[src/rtl/float_types_pkg.sv]
// Shared binary32 operand/status types for the FPU arithmetic blocks.
// Classification helpers treat exp==0 as zero regardless of mantissa.
package float_types_pkg;

   typedef struct packed {
      logic        sign;
      logic [7:0]  exp;
      logic [22:0] mant;
   } float_point_num;

   typedef enum logic [2:0] {
      ST_IDLE = 3'd0,
      ST_OK   = 3'd1,
      ST_OVF  = 3'd2,
      ST_UNF  = 3'd3,
      ST_NAN  = 3'd4,
      ST_INF  = 3'd5
   } fp_status_t;

   localparam int          EXP_BIAS = 127;
   localparam int          EXP_MAX  = 255;
   localparam logic [31:0] QNAN     = 32'h7FC00000;

   // Hidden bit + 23 mantissa bits + guard/round/sticky.
   localparam int          SIG_W    = 27;

   function automatic logic is_nan(input float_point_num x);
      return (x.exp == 8'(EXP_MAX)) && (x.mant != '0);
   endfunction

   function automatic logic is_inf(input float_point_num x);
      return (x.exp == 8'(EXP_MAX)) && (x.mant == '0);
   endfunction

   function automatic logic is_zero(input float_point_num x);
      return x.exp == '0;
   endfunction

endpackage

[src/rtl/fp_add_core.sv]
// Combinational binary32 adder: align, add/subtract, normalise, RNE round,
// then flush/overflow/special-case selection. No state.
module fp_add_core
   import float_types_pkg::*;
(
   input  float_point_num a_i,
   input  float_point_num b_i,
   output float_point_num sum_o,
   output fp_status_t     status_o
);

   // Right shift that folds every shifted-out bit into the sticky LSB.
   function automatic logic [SIG_W-1:0] align(input logic [SIG_W-1:0] sig,
                                              input logic [7:0]       sh);
      logic [SIG_W-1:0] lost_mask;
      logic [SIG_W-1:0] res;
      if (sh >= 8'(SIG_W)) begin
         res = {{(SIG_W-1){1'b0}}, |sig};
      end else begin
         lost_mask = (SIG_W'(1) << sh) - SIG_W'(1);
         res       = sig >> sh;
         res[0]    = res[0] | (|(sig & lost_mask));
      end
      return res;
   endfunction

   function automatic logic [4:0] lzc(input logic [SIG_W-1:0] v);
      logic [4:0] n;
      n = 5'(SIG_W);
      for (int i = 0; i < SIG_W; i++) begin
         if (v[i]) n = 5'(SIG_W - 1 - i);
      end
      return n;
   endfunction

   // Round-to-nearest-even on G/R/S; bit 24 of the result is the carry-out.
   function automatic logic [24:0] round_rne(input logic [SIG_W-1:0] n);
      logic up;
      up = n[2] & (n[1] | n[0] | n[3]);
      return {1'b0, n[26:3]} + {24'd0, up};
   endfunction

   float_point_num          big, sml;
   logic [SIG_W-1:0]        sig_big, sig_sml, sml_al, sub_res, norm;
   logic [SIG_W:0]          add_res;
   logic [7:0]              diff;
   logic [4:0]              lz;
   logic [24:0]             rnd;
   logic [22:0]             mant_r;
   logic signed [9:0]       exp_n;
   logic                    eff_sub;
   logic                    zero_diff;

   always_comb begin
      sum_o     = '0;
      status_o  = ST_OK;
      norm      = '0;
      lz        = '0;
      zero_diff = 1'b0;

      if ({a_i.exp, a_i.mant} >= {b_i.exp, b_i.mant}) begin
         big = a_i;
         sml = b_i;
      end else begin
         big = b_i;
         sml = a_i;
      end

      // A zero-exponent operand contributes nothing, whatever its mantissa.
      sig_big = is_zero(big) ? '0 : {1'b1, big.mant, 3'b000};
      sig_sml = is_zero(sml) ? '0 : {1'b1, sml.mant, 3'b000};
      diff    = big.exp - sml.exp;
      sml_al  = align(sig_sml, diff);
      add_res = {1'b0, sig_big} + {1'b0, sml_al};
      sub_res = sig_big - sml_al;
      eff_sub = big.sign ^ sml.sign;
      exp_n   = signed'({2'b00, big.exp});

      if (!eff_sub) begin
         if (add_res[SIG_W]) begin
            norm  = {add_res[SIG_W:2], add_res[1] | add_res[0]};
            exp_n = exp_n + 10'sd1;
         end else begin
            norm  = add_res[SIG_W-1:0];
         end
      end else begin
         zero_diff = (sub_res == '0);
         lz        = lzc(sub_res);
         norm      = sub_res << lz;
         exp_n     = exp_n - signed'({5'd0, lz});
      end

      rnd = round_rne(norm);
      if (rnd[24]) begin
         mant_r = rnd[23:1];
         exp_n  = exp_n + 10'sd1;
      end else begin
         mant_r = rnd[22:0];
      end

      if (is_nan(a_i) || is_nan(b_i) ||
          (is_inf(a_i) && is_inf(b_i) && (a_i.sign != b_i.sign))) begin
         sum_o    = QNAN;
         status_o = ST_NAN;
      end else if (is_inf(a_i)) begin
         sum_o    = a_i;
         status_o = ST_INF;
      end else if (is_inf(b_i)) begin
         sum_o    = b_i;
         status_o = ST_INF;
      end else if (is_zero(a_i) && is_zero(b_i)) begin
         sum_o    = '{sign: a_i.sign & b_i.sign, exp: '0, mant: '0};
         status_o = ST_OK;
      end else if (eff_sub && zero_diff) begin
         sum_o    = '0;
         status_o = ST_OK;
      end else if (exp_n >= 10'(EXP_MAX)) begin
         sum_o    = '{sign: big.sign, exp: 8'(EXP_MAX), mant: '0};
         status_o = ST_OVF;
      end else if (exp_n <= 10'sd0) begin
         sum_o    = '{sign: big.sign, exp: '0, mant: '0};
         status_o = ST_UNF;
      end else begin
         sum_o    = '{sign: big.sign, exp: exp_n[7:0], mant: mant_r};
         status_o = ST_OK;
      end
   end

endmodule

[src/rtl/fp_summator.sv]
// Binary32 adder with a vld-gated result register; status drops to ST_IDLE
// on cycles without a valid operand pair while the sum is held.
module fp_summator
   import float_types_pkg::*;
(
   input  logic           clk_i,
   input  logic           rst_i,
   input  float_point_num a_i,
   input  float_point_num b_i,
   input  logic           vld_i,
   output float_point_num answer_o,
   output fp_status_t     answer_status_o
);

   float_point_num sum_c, answer_d, answer_q;
   fp_status_t     status_c, status_d, status_q;

   fp_add_core u_core (
      .a_i      (a_i),
      .b_i      (b_i),
      .sum_o    (sum_c),
      .status_o (status_c)
   );

   always_comb begin
      answer_d = vld_i ? sum_c    : answer_q;
      status_d = vld_i ? status_c : ST_IDLE;
   end

   always_ff @(posedge clk_i or posedge rst_i) begin
      if (rst_i) begin
         answer_q <= '0;
         status_q <= ST_IDLE;
      end else begin
         answer_q <= answer_d;
         status_q <= status_d;
      end
   end

   assign answer_o        = answer_q;
   assign answer_status_o = status_q;

endmodule

[config.mk]
export PLATFORM = sky130hd
export DESIGN_NAME = fp_summator
export DESIGN_NICKNAME = d
export VERILOG_FILES = /design/src/rtl/float_types_pkg.sv /design/src/rtl/fp_add_core.sv /design/src/rtl/fp_summator.sv
export SDC_FILE = /design/constraint.sdc
export NUM_CORES = 1
export LEC_CHECK = 0
export ABC_CLOCK_PERIOD_IN_PS = 1100
export BUFFER_PORTS_ARGS = -buffer_cell sky130_fd_sc_hd__buf_2
export CAP_MARGIN = 10
export CELL_PAD_IN_SITES_DETAIL_PLACEMENT = 0
export CELL_PAD_IN_SITES_GLOBAL_PLACEMENT = 2
export CORE_ASPECT_RATIO = 1.25
export CORE_UTILIZATION = 35
export CTS_CLUSTER_SIZE = 8
export DETAILED_ROUTE_END_ITERATION = 16
export PLACE_DENSITY_LB_ADDON = 0.1
export SYNTH_ARGS = -nofsm -noshare
export SYNTH_HDL_FRONTEND = slang
export SYNTH_SLANG_ARGS = --single-unit
export TNS_END_PERCENT = 30
[constraint.sdc]
create_clock -name clk_i -period 1.1 [get_ports clk_i]
set_input_delay 0.22 -clock clk_i [delete_from_list [all_inputs] [get_ports clk_i]]
set_output_delay 0.22 -clock clk_i [all_outputs]
set_load 0.005 [all_outputs]
# After elaboration in Yosys (flattened, before gate mapping)
# Index checks and enable logic that the tools add are counted.
word_totals:
  reg_bits: 35
  inputBits: 67
  wordCells: 106
op_classes:
  n_addsub: 8
  order_cmp: 4
  n_eq_ne: 3
  n_shift: 3
  mux: 55
  bitwise_logic: 8
  reduce_logical: 21
op_table:
  columns: ["cell", "n"]
  rows:
  - ["$mux 32", 7]
  - ["$mux 27", 5]
  - ["$mux 5", 17]
  - ["$mux 31", 2]
  - ["$reduce_or 27->1", 2]
  - ["$logic_not 23->1", 2]
  - ["$reduce_bool 23->1", 2]
  - ["$logic_not 8->1", 4]
  - ["$mux 4", 8]
  - ["$ge 31x31->1", 1]
  - ["$mux 10", 3]
  - ["$add 27x27->28", 1]
  - ["$and 27x27->27", 1]
  - ["$logic_not 27->1", 1]
  - ["$shl 1x8->27 const A", 1]
  - ["$shl 27x5->27", 1]
  - ["$shr 27x8->27", 1]
  - ["$sub 27x2->27 const B", 1]
  - ["$sub 27x27->27", 1]
  - ["$add 24x1->25", 1]
  - ["$mux 23", 1]
  - ["$mux 3", 7]
  - ["$eq 8x8->1 const B", 2]
  - ["$add 10x2->10 const B", 1]
  - ["14 further kinds", 29]

# Logic depth before layout (Yosys ltp)
# Gate-level depths: netlist (run 1).
depth:
  ltp_word: 54
  mapped_depth: 73
  depth_no_buf: 59

# Modules after synthesis
# Synthesis (run 1) repeated with hierarchy kept, for this count alone.
hier_totals:
  cells_unflattened: 2043
  hier_area_um2: 13884.6
by_module_without_submodules:
  columns: ["module", "n_inst", "cells_per_inst", "area_per_inst_um2", "seq_area_each_um2"]
  rows:
  - ["fp_add_core", 1, 1968, 12462.0, 0.0]
  - ["fp_summator", 1, 75, 1422.6, 875.8]

# Worst setup path after synthesis (run 1)
# OpenSTA, ideal clock, no wires.
synth_path:
  kind: "input -> register"
  from: "input b_i[29] (netlist name)"
  to: "register answer_q (netlist bit answer_o[17])"
  setup_ns: 0.140
  arrival_ns: 13.046
  required_time_ns: 0.960
  setup_slack_ns: -12.086
  stages: 63
  cell_sequence: "inv_1 > ha_1 > buf_2 > nand3_1 > nor4_1 > a222oi_1 > and3_1 > buf_4 > nand2_2 > buf_2 > buf_1 > buf_1 > clkbuf_1 > clkbuf_1 > buf_1 > nor2_1 > nor2_1 > ha_1 > [27 not listed] > o21a_1 > o21a_1 > buf_6 > inv_4 > buf_4 > buf_4 > buf_4 > ha_1 > a21o_1 > a21o_1 > and2_1 > o31ai_1 > nand3_1 > nor3_2 > mux2_2 > o41ai_4 > buf_4 > o32ai_1"
synth_between:
  elab_chain_len: 53
  word_cells_on_any_way: 84
  cone_classes: "add/sub: 8; order compare: 4; eq/ne: 1; shift: 3; mux: 47; bitwise: 7; reduce/logical: 14"
synth_lines:
  columns: ["item", "line_no", "rtl"]
  rows:
  - ["start, declared", "fp_summator.sv:9", "input float_point_num b_i,"]
  - ["$ge 31x31->1", "fp_add_core.sv:61", "if ({a_i.exp, a_i.mant} >= {b_i.exp, b_i.mant}) begin"]
  - ["$mux 32", "fp_add_core.sv:61", null]
  - ["$sub 8x8->8", "fp_add_core.sv:72", "diff = big.exp - sml.exp;"]
  - ["$shl 1x8->27", "fp_add_core.sv:20", "lost_mask = (SIG_W'(1) << sh) - SIG_W'(1);"]
  - ["$sub 27x2->27", "fp_add_core.sv:20", null]
  - ["$and 27x27->27", "fp_add_core.sv:22", "res[0] = res[0] | (|(sig & lost_mask));"]
  - ["$reduce_or 27->1", "fp_add_core.sv:22", null]
  - ["$or 1x1->1", "fp_add_core.sv:22", null]
  - ["[37 not listed]", null, null]
  - ["$le 10x1->1", "fp_add_core.sv:120", "end else if (exp_n <= 10'sd0) begin"]
  - ["$mux 31", "fp_add_core.sv:120", null]
  - ["$mux 31", "fp_add_core.sv:117", "end else if (exp_n >= 10'(EXP_MAX)) begin"]
  - ["$mux 32", "fp_add_core.sv:114", "end else if (eff_sub && zero_diff) begin"]
  - ["$mux 32", "fp_add_core.sv:111", "end else if (is_zero(a_i) && is_zero(b_i)) begin"]
  - ["$mux 32", "fp_add_core.sv:108", "end else if (is_inf(b_i)) begin"]
  - ["$mux 32", "fp_add_core.sv:105", "end else if (is_inf(a_i)) begin"]
  - ["$mux 32 *", "fp_add_core.sv:101", "if (is_nan(a_i) || is_nan(b_i) ||"]
  - ["end signal, assigned", "fp_summator.sv:35", "answer_q <= answer_d;"]
  - ["end, declared", "fp_summator.sv:15", "float_point_num sum_c, answer_d, answer_q;"]
# Mark *: on every way between the ends. The rest lies on a longest branch, timed or not. The select of a mux whose other input is x is not followed.
# A chain may end at the register's enable or synchronous reset.

# Worst setup path after layout (run 1)
layout_path:
  from: "input b_i[18] (netlist name)"
  to: "register answer_q (netlist bit answer_o[12])"
# The elaborated chain is that of the path after synthesis.

==> results of run 1 <==
-- through the flow --
step	setup TNS (ns)	power, mW
after floorplan	-347.74	14.6
after global placement	-351.03	28.4
after detailed placement	-356.33	28.6
after CTS	-317.33	31.3
after global routing	-336.32	34.7
final	-325.13	32.9
-- power breakdown --
part	switching (mW)	leakage (nW)	internal, mW	total [mW]
clock	0.559	0.0731	0.904	1.46
sequential	0.225	0.429	1.71	1.94
combinational	15.5	10.3	14.0	29.5
-- cells by family after synthesis --
| family | after synthesis | synth area share [%] |
|---|---|---|
| mux | 102 | 7.97 |
| xor+xnor | 75 | 4.77 |
| compound gates | 676 | 34.0 |
| flops | 35 | 6.28 |
| fa+ha+maj | 94 | 8.54 |
| simple gates | 898 | 31.2 |
| buf+inv | 249 | 7.28 |
-- cell usage after synthesis (all sizes together) (43+ instances only) --
library cell,n,area [µm²]
a21oi,162,818
a31oi,44,275
buf,43,238
clkbuf,88,330
ha,92,1150
inv,116,438
mux2i,75,751
nand2,252,948
nand3,74,370
nor2,252,967
nor3,68,350
o21ai,115,579
xnor2,50,445
-- repair_timing --
action | CTS | global route
endpoints found under the hold margin | 35 | 0
setup endpoints to repair | 34 | 35
resized for setup | 123 | 88
pin swaps | 51 | 63
buffers inserted | 41 | 14
gates cloned | 1 | 0
hold buffers | 1 | 0
-- registers in the layout, indices dropped and copies added, names as in the netlist --
signal / cells
answer_o: 32
answer_status_o: 3
-- worst reg2reg max path, stage by stage, from the launching register on --
cell and delay (ns):
dfrtp_1 0.38, nor2_1 0.06, nor2_1 0.11, nand3_1 0.10
o21ai_2 0.13
-- area by class of cell --
type	instances	area [µm²]	share of cell area (%)
multi-input cells	1845	13100	57.1
repair buffers	1030	7740	33.7
flip-flops and latches	35	876	3.81
well taps	498	623	2.71
inverters	118	467	2.03
clock buffers	6	139	0.604
clock inverters	2	16.3	0.0707
diodes	2	5.00	0.0218
-- routing by layer --
layer,vias up,GRT usage [%],wire length (µm)
met2,937,66.0,37300
met4,0,23.1,5630
met3,266,3.05,4620
li1,9726,-,-
met5,-,0,0
met1,9918,43.1,30000
-- path summary, 6_finish.rpt --
path,startpoint,end,slack [ns],cells past startpoint
worst max-delay path,b_i[18],answer_o[12],-9.74,54
worst min-delay path,vld_i,answer_status_o[0],0.44,4
worst max register to register,answer_o[22],answer_o[22],0.26,4
worst min register to register,answer_o[2],answer_o[2],0.48,2
max in group asynchronous,rst_i,answer_o[7],0.38,4
min in group asynchronous,rst_i,answer_status_o[0],0.53,4
-- cells in the final DEF, fill, tap and decap left out, types with 11 or more instances in the layout --
cell type  synthesis  final
a211oi_1          35     28
a21o_1            24     24
a21oi_1          160    150
a31oi_1           44     37
and2_1            26     21
and3_1            27     25
buf_12             0     14
buf_2             19     98
buf_4             10    899
buf_6              2     15
dfrtp_1           35     35
ha_1              92     80
inv_1            113    107
mux2_2            21     19
mux2i_1           75     69
nand2_1          251    239
nand2b_1          37     37
nand3_1           74     70
nand4_1           31     31
nor2_1           249    232
nor2_2             2     13
nor2b_1           22     22
nor3_1            66     59
nor4_1            25     21
o2111ai_1         13     11
o211ai_1          32     32
o21a_1            26     23
o21ai_0           99     71
o21ai_1           15     28
o21ai_2            1     15
o22ai_1           20     18
o31ai_1           22     19
o32ai_1           17     13
o41ai_2            9     13
or3_1             22     20
xnor2_1           49     48
xor2_1            25     23
==> flow_summary.ini, run 1 <==
[drt]
drtIter0Drc = 1727
wl_um = 77600
first_pass_iters = 5
viasPerCell = 5.90
drc = 0
wire_per_inst_um = 22.0
via_count = 20800
ant_nets = 0

[synthesis]
syn_area_mm2 = 0.0139
mappedNetlistNets = 2290
synth_warnings = 0
synth_cell_types = 112
synth-seq-cells = 35
syn_inst = 2129
synth_ff_type = dfrtp_1
synthArstFlopShare_pct = 100
synth_area_per_cell_um2 = 6.55
ys_seq_area_share_pct = 6.28
synth_edf_count = 0

[power]
p_per_area_mw_per_mm2 = 1430
ir_drop_mv = 0.668
p_leak_nw = 10.8

[sta]
rsz0062_at_grt = yes
whs_ns = 0.436
fin_crit_ns = 10.84
fin_ws_ns = -9.74
worst_pin_slew_ns = 0.904
finClkSkew_ns = 0
maxSlewViolCount = 0
fmax_mhz = 92.2
finalCritPeriodShare_pct = 986
relSlewSlack_pct = 39.7
setup_violations = 34
hold_viol_final = 0

[clocking]
cts_buffers = 5
cts.reportedPaths.clkPinSlew_ns = 0.06
clock-sinks = 35
clock-root-buffer = clkbuf_16
clock_latency_ns = 0.28
htreeDepth = 2
cts_tree = yes
clock_path_buffers = 2

[placement]
pre_cts_ws_ns = -10.64
place.gp.congestion = 1.02
dp_cells = 3470
place_area_mm2 = 0.0215
hpwl_um = 65100
io_buffers = 101

[worst_setup_path]
slowest_delay_ns = 0.62
cpLargestDelayFamily = simple AND/OR/NAND/NOR gates
cp_common_cell = nor2_1
criticalPathCategory = input pin to flip-flop
path_buf_inv = 7
cp-start-kind = input pin
critPathCaptureType = flip-flop
cp_max_fo = 6
arrival_ns = 11.02
cp_slowest_cell = or4_4
critPathRequiredTime_ns = 1.28

[grt]
grt_max_degree = 82
antenna_found_initial = 2
grt_util_all_layers_pct = 37.1
grt-ovfl-total = 0
grt_pass1_vias = 20500
grt_pass1_wl_um = 117000

[run_status]
violations = negative setup slack
status = finished, violations left

[run]
drv_cap = 0

[finish]
final_core_util_pct = 58.7
area_delta_synth_final_pct = 65.0
instances_no_fill = 3536
drive_gt1_share_pct = 42.5
finalNetCount = 3196
final_area_mm2 = 0.0230
n_fill_cell = 3797

[floorplan]
core_mm2 = 0.0392
start_util_pct = 35.5
rows = 81
ioPinCount = 102
fp.dieH_um = 225
die_w_um = 181
die_area_mm2 = 0.0406

[min_path]
hp-class = input pin to flip-flop
Power figures use the tool's default switching activity.
==> inputs of run 2 (changes only) <==
--- a/config.mk
+++ b/config.mk
@@ -8,7 +8,7 @@
 export ABC_CLOCK_PERIOD_IN_PS = 1100
 export BUFFER_PORTS_ARGS = -buffer_cell sky130_fd_sc_hd__buf_2
 export CAP_MARGIN = 10
-export CELL_PAD_IN_SITES_DETAIL_PLACEMENT = 0
+export CELL_PAD_IN_SITES_DETAIL_PLACEMENT = 1
 export CELL_PAD_IN_SITES_GLOBAL_PLACEMENT = 2
 export CORE_ASPECT_RATIO = 1.25
 export CORE_UTILIZATION = 35
==> run 2 against run 1 <==
The flow still finishes with violations (negative setup slack). Power increased by 10%. Worst setup slack got worse by 0.49 ns. Clock skew unchanged. Via count increased by 10%. Clock power increased by 6%. Sequential share of layout area decreased by 0.12 points. First-iteration DRC count increased by 23%.
==> flow_summary.ini, run 2 (same netlist as run 1, synthesis figures left out) <==
[run_status]
status = finished, violations left
violations = negative setup slack

[worst_setup_path]
reg2reg_slack_ns = 0.03
cp-endpoint = answer_o[19]
critPathRequiredTime_ns = 1.25
cp_max_fo = 6
cp_common_cell = buf_4
cp_slowest_cell = or4b_4
rr_worst_depth = 4
critPathLaunch = b_i[13]
cp-start-kind = input pin
rr_endpoint = answer_o[22]
criticalPathCategory = input pin to flip-flop
reg2reg_from = answer_o[22]
critPathCaptureType = flip-flop
arrival_ns = 11.48
slowest_delay_ns = 0.67

[placement]
place_area_mm2 = 0.0215
dp_cells = 3470
io_buffers = 101
pre_cts_ws_ns = -10.70
hpwl_um = 72000
place.gp.congestion = 1.02

[floorplan]
ioPinCount = 102
start_util_pct = 35.5
fp.dieH_um = 225
core_mm2 = 0.0392
die_w_um = 181
rows = 81
die_area_mm2 = 0.0406

[finish]
seq_area_um2 = 876
layout_common_cells = 925 x buf_4, 239 x nand2_1, 219 x nor2_1
drive_gt1_share_pct = 45.1
finalNetCount = 3229
mostFrequentLayoutCell = buf_4
final_area_mm2 = 0.0238
largest_register_ffs = 32
multi_input_area_mm2 = 0.0136
area_delta_synth_final_pct = 70.5
n_fill_cell = 4948
instances_no_fill = 3570

[clocking]
cts.reportedPaths.clkPinSlew_ns = 0.06
clock_latency_ns = 0.28
cts_tree = yes
cts_buffers = 5
clock_path_buffers = 2
clock-root-buffer = clkbuf_16
htreeDepth = 2
clock-sinks = 35

[power]
ir_drop_mv = 0.995
p_leak_nw = 11.1
p_per_area_mw_per_mm2 = 1530
post-layout-total-power_mw = 36.3

[sta]
fmax_mhz = 88.2
setup_violations = 35
finClkSkew_ns = 0
maxSlewViolCount = 0
relSlewSlack_pct = 27.3
worst_pin_slew_ns = 1.08
fin_ws_ns = -10.23
hold_viol_final = 0
rsz0062_at_grt = yes
whs_ns = 0.469
fin_crit_ns = 11.33
finalCritPeriodShare_pct = 1030

[drt]
wl_um = 98600
viasPerCell = 6.43
first_pass_iters = 7
ant_nets = 0
drtIter0Drc = 2130
via_count = 22900
drc = 0
wire_per_inst_um = 27.6

[grt]
grt_pass1_wl_um = 138000
antenna_found_initial = 3
grt_max_degree = 82
grt_pass1_vias = 23500
grt_util_all_layers_pct = 44.0
grt-ovfl-total = 0

[min_path]
hp-class = input pin to flip-flop

[run]
drv_cap = 0
-- run 2: metal layers --
layer,wire length [µm],vias to the layer above,global-route usage [%]
li1,-,9780,-
met1,34900,11100,47.4
met3,7230,640,6.45
met5,11,-,0
met4,10000,2,31.3
met2,46300,1401,78.8
-- run 2: power by group --
part,internal (mW),switching [mW],total [mW]
logic,14.7,18.0,32.7
clock network,0.907,0.644,1.55
registers,1.71,0.336,2.05
-- run 2: metrics by stage --
step | setup TNS [ns] | util [%]
6_report | -339.90 | 60.6
5_1_grt | -348.31 | 60.6
4_1_cts | -316.16 | 58.7
3_3_place_gp | -351.03 | 54.9
2_1_floorplan | -347.74 | -
3_5_place_dp | -356.33 | 54.9
-- run 2: how the worst min path moves through the flow --
stage / start / endpoint / slack [ns] / depth (start not counted)
3_5_place_dp: rst_i / answer_o[10] / 0.29 / 3
2_1_floorplan: rst_i / answer_o[0] / 0.37 / 1
4_1_cts: a_i[31] / answer_o[31] / 0.45 / 4
5_1_grt: vld_i / answer_status_o[0] / 0.52 / 4
3_3_place_gp: rst_i / answer_o[2] / 0.27 / 3
6_report: a_i[31] / answer_o[31] / 0.47 / 4
-- run 2: what timing repair did --
action / CTS / global route
cloned: 1 / 0
hold buffers: 1 / 0
buffers inserted: 54 / 35
endpoints found under the hold margin: 29 / 0
gates resized for setup: 213 / 107
endpoints found under the setup margin: 35 / 35
pin swaps: 74 / 84
-- run 2: cell type report --
type                       count  area share, %
tap                          498           2.62
multi-input combinational   1845           57.1
inverter                     118           2.02
clock inverter                 2         0.0684
clock buffer                   6          0.584
timing repair buffer        1063           33.8
sequential                    35           3.68
antenna                        3         0.0316
-- run 2: critical path: cells and delay by family --
family | cells | cell delay [ns]
muxes | 1 | 0.39
buffers and inverters | 13 | 1.89
adders and majority gates | 3 | 0.65
AOI/OAI and AO/OA | 20 | 4.49
and+or+nand+nor | 18 | 3.78
==> inputs of run 3 (changes only) <==
--- a/config.mk
+++ b/config.mk
@@ -15,6 +15,7 @@
 export CTS_CLUSTER_SIZE = 8
 export DETAILED_ROUTE_END_ITERATION = 16
 export PLACE_DENSITY_LB_ADDON = 0.1
+export SKIP_CTS_REPAIR_TIMING = 1
 export SYNTH_ARGS = -nofsm -noshare
 export SYNTH_HDL_FRONTEND = slang
 export SYNTH_SLANG_ARGS = --single-unit
==> run 3 against run 2 <==
The run ends with negative hold slack, negative setup slack left. Highest routed layer unchanged. Worst hold slack lost 0.48 ns. Maximum frequency rose by 2.6%. Count of clock-buffer cells in the layout unchanged. Worst setup slack gained 0.28 ns.
==> flow_summary.ini, run 3 (same netlist as run 1, synthesis figures left out) <==
[grt]
antenna_found_initial = 2
gr-usage-met2_pct = 74.4
grt_pass1_vias = 22200
use_met1_pct = 46.2
grt_max_degree = 82
grt_util_all_layers_pct = 41.0
grt_pass1_wl_um = 130000
grt-ovfl-total = 0
busiest_layer = met2
grtUsageMet3_pct = 4.35

[run_status]
violations = negative hold slack, negative setup slack
status = finished, violations left

[worst_setup_path]
critPathLaunch = b_i[16]
critPathCaptureType = flip-flop
critPathRequiredTime_ns = 1.25
cp_slowest_cell = or4b_4
cp_common_cell = buf_4
cpLargestDelayFamily = compound AO/OA/AOI/OAI gates
cp_max_fo = 9
cp-start-kind = input pin
slowest_delay_ns = 0.63
path_buf_inv = 13
criticalPathCategory = input pin to flip-flop
reg2reg_from = answer_o[22]
arrival_ns = 11.20

[sta]
relSlewSlack_pct = 29.1
maxSlewViolCount = 0
setup_violations = 34
fin_crit_ns = 11.05
whs_ns = -0.0125
hold_viol_final = 35
worst_pin_slew_ns = 1.06
rsz0062_at_grt = yes
finClkSkew_ns = 0
fin_ws_ns = -9.95
finalCritPeriodShare_pct = 1000
fmax_mhz = 90.5

[finish]
largest_register_ffs = 32
layout_common_cells = 879 x buf_4, 243 x nand2_1, 226 x nor2_1
drive_gt1_share_pct = 42.7
mostFrequentLayoutCell = buf_4
finalNetCount = 3177
area_delta_synth_final_pct = 64.3

[floorplan]
start_util_pct = 35.5
die_w_um = 181
core_mm2 = 0.0392
rows = 81
fp.dieH_um = 225
ioPinCount = 102
die_area_mm2 = 0.0406

[drt]
drtIter0Drc = 1856
via_count = 21900
drc = 0
first_pass_iters = 6
wl_um = 90100
ant_nets = 0
viasPerCell = 6.22
wire_per_inst_um = 25.6

[placement]
place.gp.congestion = 1.02
io_buffers = 101
hpwl_um = 72000
pre_cts_ws_ns = -10.70

[power]
p_per_area_mw_per_mm2 = 1490
ir_drop_mv = 0.910
p_leak_nw = 10.7

[clocking]
cts_buffers = 5
clock-root-buffer = clkbuf_16
cts_tree = yes
htreeDepth = 2
clock_latency_ns = 0.28
cts.reportedPaths.clkPinSlew_ns = 0.06
clock-sinks = 35
clock_path_buffers = 2

[min_path]
hp-class = input pin to asynchronous set/reset pin

[run]
drv_cap = 0
-- run 3: where the power goes --
group          total, mW  switching (mW)  leakage [nW]  internal, mW
combinational       30.6            16.6          10.2          13.9
clock               1.50           0.596        0.0731         0.905
sequential          1.99           0.276         0.429          1.71
-- run 3: worst paths after layout --
| kind | to | slack [ns] | cells past startpoint |
|---|---|---|---|
| max | answer_o[19] | -9.95 | 54 |
| min | answer_o[10] | -0.01 | 3 |
| max reg2reg | answer_o[22] | 0.11 | 4 |
| min reg2reg | answer_o[12] | 0.49 | 2 |
| max in group asynchronous | answer_o[1] | 0.93 | 3 |
| min in group clk_i | answer_status_o[0] | 0.45 | 4 |
-- run 3: through the flow --
| stage | std cells | power (mW) | instance area, µm² | utilization (%) | TNS (ns) |
|---|---|---|---|---|---|
| 2_1_floorplan | 2129 | 14.6 | 14300 | - | -347.74 |
| 3_3_place_gp | 3470 | 28.4 | 21500 | 54.9 | -351.03 |
| 3_5_place_dp | 3470 | 29.2 | 21500 | 54.9 | -356.33 |
| 4_1_cts | 3478 | 30.9 | 21700 | 55.3 | -349.16 |
| 5_1_grt | 3516 | 35.5 | 22900 | 58.4 | -347.84 |
| 6_report | 3516 | 34.1 | 22900 | 58.4 | -333.11 |
-- run 3: routing by layer --
metal | part of all wire (%) | vias up | routed length [µm]
li1 | - | 9672 | -
met2 | 49 | 1072 | 44200
met5 | 0.014 | - | 13
met4 | 7.9 | 2 | 7090
met3 | 5.5 | 400 | 4980
met1 | 38 | 10700 | 33900
-- run 3: cell type report --
class,instances,area [µm²]
Multi-Input combinational cell,1845,13200
Timing Repair Buffer,1011,7610
Clock inverter,2,16.3
Antenna cell,1,2.50
Tap cell,498,623
Inverter,118,472
Fill cell,5059,16300
Sequential cell,35,876
Clock buffer,6,139
-- run 3: worst register-to-register path: stages (launching register included) --
cell and delay [ns]:
dfrtp_1 0.40, nor2_1 0.07, nor2_1 0.15, nand3_1 0.12, o21ai_1 0.16
